## config.mk

```make
export PLATFORM = sky130hd
export DESIGN_NAME = ahb_default_slave
export DESIGN_NICKNAME = d
export VERILOG_FILES = /design/src/rtl/ahb_default_slave_pkg.sv /design/src/rtl/ahb_defslv_err_log.sv /design/src/rtl/ahb_default_slave.sv
export SDC_FILE = /design/constraint.sdc
export NUM_CORES = 1
export LEC_CHECK = 0
export ABC_AREA = 0
export CORE_ASPECT_RATIO = 0.5
export CORE_MARGIN = 2
export CORE_UTILIZATION = 23
export DETAILED_ROUTE_END_ITERATION = 10
export GPL_ROUTABILITY_DRIVEN = 0
export PLACE_DENSITY = 0.9
export SLEW_MARGIN = 25
export SYNTH_ARGS = -nofsm -noshare
export SYNTH_HDL_FRONTEND = slang
export SYNTH_HIERARCHICAL = 1
export SYNTH_SLANG_ARGS = --single-unit
```

## constraint.sdc

```tcl
create_clock -name hclk -period 2.3 [get_ports hclk]
set_input_delay 0.46 -clock hclk [delete_from_list [all_inputs] [get_ports hclk]]
set_output_delay 0.46 -clock hclk [all_outputs]
set_load 0.01 [all_outputs]
```

## src/rtl/ahb_default_slave_pkg.sv

```systemverilog
// rtl/ahb_default_slave_pkg.sv - shared AHB types, default widths and default-slave FSM states
package ahb_default_slave_pkg;

    localparam int AHB_ADDR_WIDTH_DFLT = 32;
    localparam int AHB_DATA_WIDTH_DFLT = 32;

    typedef enum logic [1:0] {
        IDLE   = 2'b00,
        BUSY   = 2'b01,
        NONSEQ = 2'b10,
        SEQ    = 2'b11
    } htrans_type;

    typedef enum logic [1:0] {
        OKAY  = 2'b00,
        ERROR = 2'b01,
        RETRY = 2'b10,
        SPLIT = 2'b11
    } hresp_type;

    typedef enum logic [1:0] {
        ST_IDLE = 2'b00,
        ST_ERR1 = 2'b01,
        ST_ERR2 = 2'b10
    } defslv_state_t;

endpackage

```

## src/rtl/ahb_defslv_err_log.sv

```systemverilog
// rtl/ahb_defslv_err_log.sv - first-fault capture, saturating error counter and sticky irq
//
// Ports:
//   hclk, hreset   bus clock, synchronous active-high reset
//   acc_i          accepted NONSEQ/SEQ transfer to the default slave
//   haddr_i        address-phase address of that transfer
//   hwrite_i       address-phase direction of that transfer
//   err_clr_i      clears all logged state; a coincident acc_i still logs
//   err_irq_o      sticky error flag
//   err_addr_o     address of the first error since clear
//   err_write_o    direction of the first error since clear
//   err_count_o    saturating count of errors
module ahb_defslv_err_log #(
    parameter int ADDR_WIDTH = 32,
    parameter int CNT_WIDTH  = 16
) (
    input  logic                  hclk,
    input  logic                  hreset,
    input  logic                  acc_i,
    input  logic [ADDR_WIDTH-1:0] haddr_i,
    input  logic                  hwrite_i,
    input  logic                  err_clr_i,
    output logic                  err_irq_o,
    output logic [ADDR_WIDTH-1:0] err_addr_o,
    output logic                  err_write_o,
    output logic [CNT_WIDTH-1:0]  err_count_o
);

    logic                  irq_q,   irq_d;
    logic [ADDR_WIDTH-1:0] addr_q,  addr_d;
    logic                  write_q, write_d;
    logic [CNT_WIDTH-1:0]  cnt_q,   cnt_d;

    // Clear is applied first so that a coincident error lands on a
    // freshly cleared log: count 1, irq set, address captured.
    always_comb begin
        irq_d   = irq_q;
        addr_d  = addr_q;
        write_d = write_q;
        cnt_d   = cnt_q;
        if (err_clr_i) begin
            irq_d   = 1'b0;
            addr_d  = '0;
            write_d = 1'b0;
            cnt_d   = '0;
        end
        if (acc_i) begin
            if (cnt_d != '1) begin
                cnt_d = cnt_d + CNT_WIDTH'(1);
            end
            if (!irq_d) begin
                addr_d  = haddr_i;
                write_d = hwrite_i;
            end
            irq_d = 1'b1;
        end
    end

    always_ff @(posedge hclk) begin
        if (hreset) begin
            irq_q   <= 1'b0;
            addr_q  <= '0;
            write_q <= 1'b0;
            cnt_q   <= '0;
        end else begin
            irq_q   <= irq_d;
            addr_q  <= addr_d;
            write_q <= write_d;
            cnt_q   <= cnt_d;
        end
    end

    assign err_irq_o   = irq_q;
    assign err_addr_o  = addr_q;
    assign err_write_o = write_q;
    assign err_count_o = cnt_q;

endmodule

```

## src/rtl/ahb_default_slave.sv

```systemverilog
// rtl/ahb_default_slave.sv - AHB default slave: two-cycle ERROR for unmapped transfers, optional fault log
//
// Build option: AHB_DEFSLV_LOG_EN instantiates ahb_defslv_err_log; without it
// the err_* outputs are tied to 0 and err_clr is ignored.
//
// Ports:
//   hclk, hreset   bus clock, synchronous active-high reset
//   hsel           default-slave select from the address decoder
//   haddr, htrans, hwrite, hready   AHB address-phase inputs
//   hreadyout, hresp, hrdata        AHB slave response (hrdata always 0)
//   err_clr        clear logged error state
//   err_irq, err_addr, err_write, err_count   error log outputs
module ahb_default_slave
    import ahb_default_slave_pkg::*;
#(
    parameter int AHB_ADDR_WIDTH = AHB_ADDR_WIDTH_DFLT,
    parameter int AHB_DATA_WIDTH = AHB_DATA_WIDTH_DFLT,
    parameter int ERR_CNT_WIDTH  = 16
) (
    input  logic                      hclk,
    input  logic                      hreset,
    input  logic                      hsel,
    input  logic [AHB_ADDR_WIDTH-1:0] haddr,
    input  htrans_type                htrans,
    input  logic                      hwrite,
    input  logic                      hready,
    output logic                      hreadyout,
    output hresp_type                 hresp,
    output logic [AHB_DATA_WIDTH-1:0] hrdata,
    input  logic                      err_clr,
    output logic                      err_irq,
    output logic [AHB_ADDR_WIDTH-1:0] err_addr,
    output logic                      err_write,
    output logic [ERR_CNT_WIDTH-1:0]  err_count
);

    defslv_state_t state_q;
    logic          hreadyout_q;
    hresp_type     hresp_q;
    logic          acc;

    assign acc = hsel & hready & ((htrans == NONSEQ) | (htrans == SEQ));

    // Outputs are registered alongside the state so they change only on
    // the edge that enters the state they belong to.
    always_ff @(posedge hclk) begin
        if (hreset) begin
            state_q     <= ST_IDLE;
            hreadyout_q <= 1'b1;
            hresp_q     <= OKAY;
        end else begin
            case (state_q)
                ST_IDLE: begin
                    if (acc) begin
                        state_q     <= ST_ERR1;
                        hreadyout_q <= 1'b0;
                        hresp_q     <= ERROR;
                    end
                end
                ST_ERR1: begin
                    state_q     <= ST_ERR2;
                    hreadyout_q <= 1'b1;
                    hresp_q     <= ERROR;
                end
                ST_ERR2: begin
                    // A new error sampled in the completing cycle restarts
                    // the response without an OKAY gap.
                    if (acc) begin
                        state_q     <= ST_ERR1;
                        hreadyout_q <= 1'b0;
                        hresp_q     <= ERROR;
                    end else begin
                        state_q     <= ST_IDLE;
                        hreadyout_q <= 1'b1;
                        hresp_q     <= OKAY;
                    end
                end
                default: begin
                    state_q     <= ST_IDLE;
                    hreadyout_q <= 1'b1;
                    hresp_q     <= OKAY;
                end
            endcase
        end
    end

    assign hreadyout = hreadyout_q;
    assign hresp     = hresp_q;
    assign hrdata    = '0;

`ifdef AHB_DEFSLV_LOG_EN
    ahb_defslv_err_log #(
        .ADDR_WIDTH (AHB_ADDR_WIDTH),
        .CNT_WIDTH  (ERR_CNT_WIDTH)
    ) u_err_log (
        .hclk        (hclk),
        .hreset      (hreset),
        .acc_i       (acc),
        .haddr_i     (haddr),
        .hwrite_i    (hwrite),
        .err_clr_i   (err_clr),
        .err_irq_o   (err_irq),
        .err_addr_o  (err_addr),
        .err_write_o (err_write),
        .err_count_o (err_count)
    );
`else
    // Inputs that only feed the log are sunk here in the non-logging build.
    logic unused_log_inputs;
    assign unused_log_inputs = ^{err_clr, haddr, hwrite};

    assign err_irq   = 1'b0;
    assign err_addr  = '0;
    assign err_write = 1'b0;
    assign err_count = '0;
`endif

endmodule

```

==> impl_results.md, run 1 <==
- Fin crit period: 1.52 ns
- Max Cap Viol: 0
- RSZ-0062 raised after global routing: no
- CP max stage cell: clkdlybuf4s50_1
- CP top delay family: buffers and inverters
- Mapped cell area: 754 um2
- WP data arrival: 1.06 ns
- Slowest stage delay, CP: 0.54 ns
- Synth Area in Simple Gates: 4.15%
- Clock-pin slew on the worst setup and hold paths: 0.03 ns
- Post-CTS setup buffers: 0
- Final net count: 145
- Total power: 0.298 mW
- Number of port buffers: 6
- Remaining Overflow, GRT: 0
- Worst setup SP type: flop
- Crit path cell chain: clkdlybuf4s50_1
- Largest net degree at the start of global routing: 7
- Register area: 80.1 um2
- Fmax: 656 MHz
- Final setup vio count: 0
- Comb pwr share: 26.7%
- Post-synthesis mux area share: 0%
- Vias/cell: 2.22
- Root buffer cell: clkbuf_8
- # diodes: 0
- Met1 Use GR: 1.76%
- Status: finished, final reports clean
- DR WL/cell: 4.95 um
- Leakage Power: 0.358 nW
- Final Slew Violations: 0
- Synth-to-layout area growth: -21.7%
- Post-CTS Hold Buffers: 0
- Worst endpoint required time: 1.84 ns
- First drt pass iteration count: 3
- PD cells: 504 mW/mm2
- Global Route Usage Sum: 2.46%
- TritonCTS clock tree: done
- Switching Share: 33.9%
- Die Ht: 44.5 um
- Post-CTS Resized: 0
- HPWL after DPL: 648 um
- Sw power: 0.101 mW
- Initial core utilization: 24.6%
- Complex-gate fraction of the synthesized area: 2.16%
- Row cnt: 14
- Setup WS post-layout: 0.776 ns
- First-pass GRT wire length: 621 um
- Yosys warnings: 6
- Ratio of cells with drive above 1 in the final layout: 2.91%
- # fillers: 355
- #FFs+latches synth: 4
- Area of the multi-input gates: 359 um2
- Hold Vio Cnt, Final: 0
- Cell count after synthesis: 95
- Hold Crit Class: flop to flop
- Clock latency at the later pin of the worst-skew pair: 0.21 ns
- CTS buffer count: 3
- CTS HTree Levels: 1
- Horiz. Die Dim: 85.0 um
- DP Worst Slack: 0.752 ns
- # clock sinks: 4
- Unique masters post-synth: 9
- Largest family of logic cells by synthesized area: buffers and inverters
- Number of buffers and inverters on the critical path: 1
- Grt met2 use: 3.75%
- Die area: 0.00378 mm2
- Initial antenna violation count: 0
- Crit path capture type: output port
- Adder-Cell Fraction of Synth Area: 0%
- Post-synthesis sequential area ratio: 10.6%
- Detail Route Antenna Nets: 0
- Utilization after layout: 19.3%
- Period utilization: 66.3%
- Commonest non-fill, non-tap cell in the layout: conb_1
- Skew final: 0.00221 ns
- CP Max Fanout: 2
- Max Root-Sink Buffers: 2
- Drt drc: 0
- Hold_ws: 0.448 ns
- Setup_tns: 0 ns
- Post-Route WL: 708 um
- Vias: 318
- Worst IR Drop VDD: 184 uV
- M3 GR Usage: 1.68%
- Clock power frac: 48.1%
- Syn Area/Cell: 7.94 um2
- Initial drt markers: 1
- Reg power frac: 25.2%
- Commonest cells after routing, fill and taps aside: conb_1, clkdlybuf4s50_1, dfxtp_1
- Xor and xnor area share after synthesis: 0%
- Vias in the first global route: 151
- CORE AREA: 0.00307 mm2
- Gr busiest metal: met4
- Internal cell power: 0.197 mW
- Kind of critical path: flop to output port
- Top Ports: 125
power groups by stage:
stage	clock network, mW	logic [mW]	registers, mW
3_3_place_gp	0	0.0758	0.0759
6_report	0.143	0.0794	0.0751
4_1_cts	0.150	0.0759	0.0751
2_1_floorplan	0	0.167	0.0770
3_5_place_dp	0	0.0759	0.0760
5_1_grt	0.154	0.0880	0.0756
sequential cells by signal, indices dropped and copies added (netlist names):
signal     flops
state_q        2
hresp          1
hreadyout      1
per-layer routing:
layer	up-vias	wire length [um]
met5	-	0
met4	0	0
met3	0	86
met2	27	473
met1	146	149
li1	145	-
cell families (layout without fill, tap and decap cells):
group                  after synthesis  in the layout
DFF                                  4              4
and+or+nand+nor                      5              5
other                                1             83
buffers and inverters               83              9
AOI/OAI and AO/OA                    2              2
final cells by class:
class / count / share of cell area [%]
flip-flops and latches: 4 / 13.6
well taps: 40 / 8.47
repair buffers: 6 / 10.2
clock buffers: 3 / 6.99
multi-input cells: 90 / 60.8
Yosys cell counts, drive strengths merged:
library cell,number,area share [%]
or4,1,1.0
nor2,2,1.0
dfxtp,4,11
o32ai,1,1.2
nor3b,1,1.0
buf,83,83
conb,1,0.50
o21a,1,1.0
nand4b,1,1.2
stage by stage:
| step | cell area [um2] | cells |
|---|---|---|
| 2_1_floorplan | 1060 | 177 |
| 3_5_place_dp | 549 | 140 |
| 5_1_grt | 591 | 143 |
| 4_1_cts | 591 | 143 |
| 3_3_place_gp | 549 | 140 |
| 6_report | 591 | 143 |
path summary, 6_finish.rpt:
check / from / to / slack [ns] / cells after the start
max: hresp[0] / hresp[0] / 0.78 / 1
min: state_q[1] / state_q[1] / 0.45 / 1
max reg2reg: state_q[1] / hreadyout / 1.26 / 2
min reg2reg: state_q[1] / state_q[1] / 0.45 / 1
(Power assumes the default switching activity.)
==> run 2: changes to the inputs <==
--- a/config.mk
+++ b/config.mk
@@ -8,10 +8,10 @@
 export ABC_AREA = 0
 export CORE_ASPECT_RATIO = 0.5
 export CORE_MARGIN = 2
-export CORE_UTILIZATION = 23
+export CORE_UTILIZATION = 20
 export DETAILED_ROUTE_END_ITERATION = 10
 export GPL_ROUTABILITY_DRIVEN = 0
-export PLACE_DENSITY = 0.9
+export PLACE_DENSITY = 0.83
 export SLEW_MARGIN = 25
 export SYNTH_ARGS = -nofsm -noshare
 export SYNTH_HDL_FRONTEND = slang
==> constraint.sdc (replaced) <==
create_clock -name hclk -period 1.2 [get_ports hclk]
set_input_delay 0.24 -clock hclk [delete_from_list [all_inputs] [get_ports hclk]]
set_output_delay 0.24 -clock hclk [all_outputs]
set_load 0.01 [all_outputs]
==> impl_results.md, run 2 (same netlist as run 1, synthesis figures left out) <==
- Crit path capture type: flop
- Register area: 80.1 um2 (unchanged)
- Remaining Overflow, GRT: 0 (unchanged)
- Ratio of cells with drive above 1 in the final layout: 3.85% (+0.93 points)
- Post-CTS setup buffers: 0 (unchanged)
- Worst endpoint required time: 1.30 ns (-0.54 ns)
- Die Ht: 47.4 um (+6.6%)
- Total power: 0.573 mW (+93%)
- Synth-to-layout area growth: -19.2%
- Final net count: 146 (+0.69%)
- PD cells: 941 mW/mm2 (+87%)
- Row cnt: 15 (+1)
- Grt met2 use: 4.48% (+0.73 points)
- Initial drt markers: 0 (-1)
- Vias: 316 (-0.63%)
- Horiz. Die Dim: 90.9 um (+6.9%)
- Root buffer cell: clkbuf_8
- Top Ports: 125 (unchanged)
- Skew final: 0.00213 ns (-0.0000843 ns)
- CP Max Fanout: 3 (+1)
- Clock latency at the later pin of the worst-skew pair: 0.21 ns (about the same)
- Commonest non-fill, non-tap cell in the layout: conb_1
- Layout Cells excl Fill: 155 (+8.4%)
- Final instance area: 609 um2 (+3.2%)
- HPWL after DPL: 703 um (+8.5%)
- Global Route Usage Sum: 2.61% (+0.15 points)
- Initial antenna violation count: 0 (unchanged)
- Vias in the first global route: 171 (+13%)
- First drt pass iteration count: 1 (-2)
- CTS buffer count: 3 (unchanged)
- Drt drc: 0 (unchanged)
- Worst IR Drop VDD: 200 uV (+8.4%)
- Worst setup SP type: input pin
- Post-Route WL: 755 um (+6.6%)
- RSZ-0062 raised after global routing: no
- Number of port buffers: 6 (unchanged)
- WP data arrival: 1.20 ns (+0.14 ns)
- Largest net degree at the start of global routing: 7 (unchanged)
- Cell count after placement: 152 (+8.6%)
- Vias/cell: 2.04 (-8.3%)
- DP Worst Slack: -0.108 ns (-0.860 ns)
- Detail Route Antenna Nets: 0 (unchanged)
- Commonest cells after routing, fill and taps aside: conb_1, dfxtp_1, clkdlybuf4s50_1
- Initial core utilization: 21.4% (-3.2 points)
- Final Slew Violations: 0 (unchanged)
- First-pass GRT wire length: 717 um (+15%)
- Max reg flops: 2 (unchanged)
- Hold Vio Cnt, Final: 0 (unchanged)
- DR WL/cell: 4.87 um (-1.6%)
- Setup_tns: 0 ns (unchanged)
- Leakage Power: 0.366 nW (+2.0%)
- Kind of critical path: input pin to flop
- Worst reg-to-reg setup slack: 0.14 ns (-1.12 ns)
- Area post-placement: 571 um2 (+3.9%)
- Most flops, register: state_q
- # diodes: 0 (unchanged)
- CORE AREA: 0.00353 mm2 (+15%)
- Final setup vio count: 0 (unchanged)
- TritonCTS clock tree: done
- Clock-pin slew on the worst setup and hold paths: 0.03 ns (about the same)
- Fmax: 906 MHz
- Met1 Use GR: 1.79% (+0.031 points)
- # fillers: 411 (+16%)
- # clock sinks: 4 (unchanged)
- Max Root-Sink Buffers: 2 (unchanged)
- Gr busiest metal: met4
- Utilization after layout: 17.3% (-2.0 points)
- Setup WS post-layout: 0.0959 ns (-0.680 ns)
- Area of the multi-input gates: 359 um2 (unchanged)
- Hold_ws: 0.454 ns (+0.00582 ns)
- Die area: 0.00431 mm2 (+14%)
- M3 GR Usage: 0.945% (-0.73 points)
- Hold Crit Class: flop to flop
- Status: finished, final reports clean
- Fin crit period: 1.10 ns
- Max Cap Viol: 0 (unchanged)
- Period utilization: 92.0%
- CTS HTree Levels: 1 (unchanged)
==> run 2: per-layer routing <==
metal,part of all wire (%),vias up
met5,0,-
met3,9.4,2
li1,-,145
met1,19,143
met2,68,26
met4,3.2,0
==> run 2: final timing paths <==
path | start | end | cells after the start
max reg2reg | hreadyout | hreadyout | 2
min | state_q[1] | state_q[1] | 1
max | hreset | hreadyout | 3
min reg2reg | state_q[1] | state_q[1] | 1
==> run 2: worst max-delay path: stages <==
cell and delay, ns:
clkdlybuf4s50_1 0.43, or4_1 0.41, o21a_1 0.12
==> run 2: repair_timing <==
item	in CTS	in global routing
hold buffers	0	0
setup endpoints to repair	2	0
resized for setup	2	0
==> run 2: where the power goes <==
group          internal [mW]  leakage (nW)  total [mW]  switching (mW)
registers              0.140        0.0327       0.144         0.00393
logic                 0.0225         0.311       0.152           0.129
clock network          0.213        0.0216       0.277          0.0640
total                  0.376         0.366       0.573           0.197
==> run 2: cell type report <==
| type | instances | share of cell area (%) |
|---|---|---|
| timing repair buffer | 7 | 10.7 |
| sequential | 4 | 13.1 |
| clock buffer | 3 | 6.78 |
| tap | 51 | 10.5 |
| multi-input combinational | 90 | 58.9 |
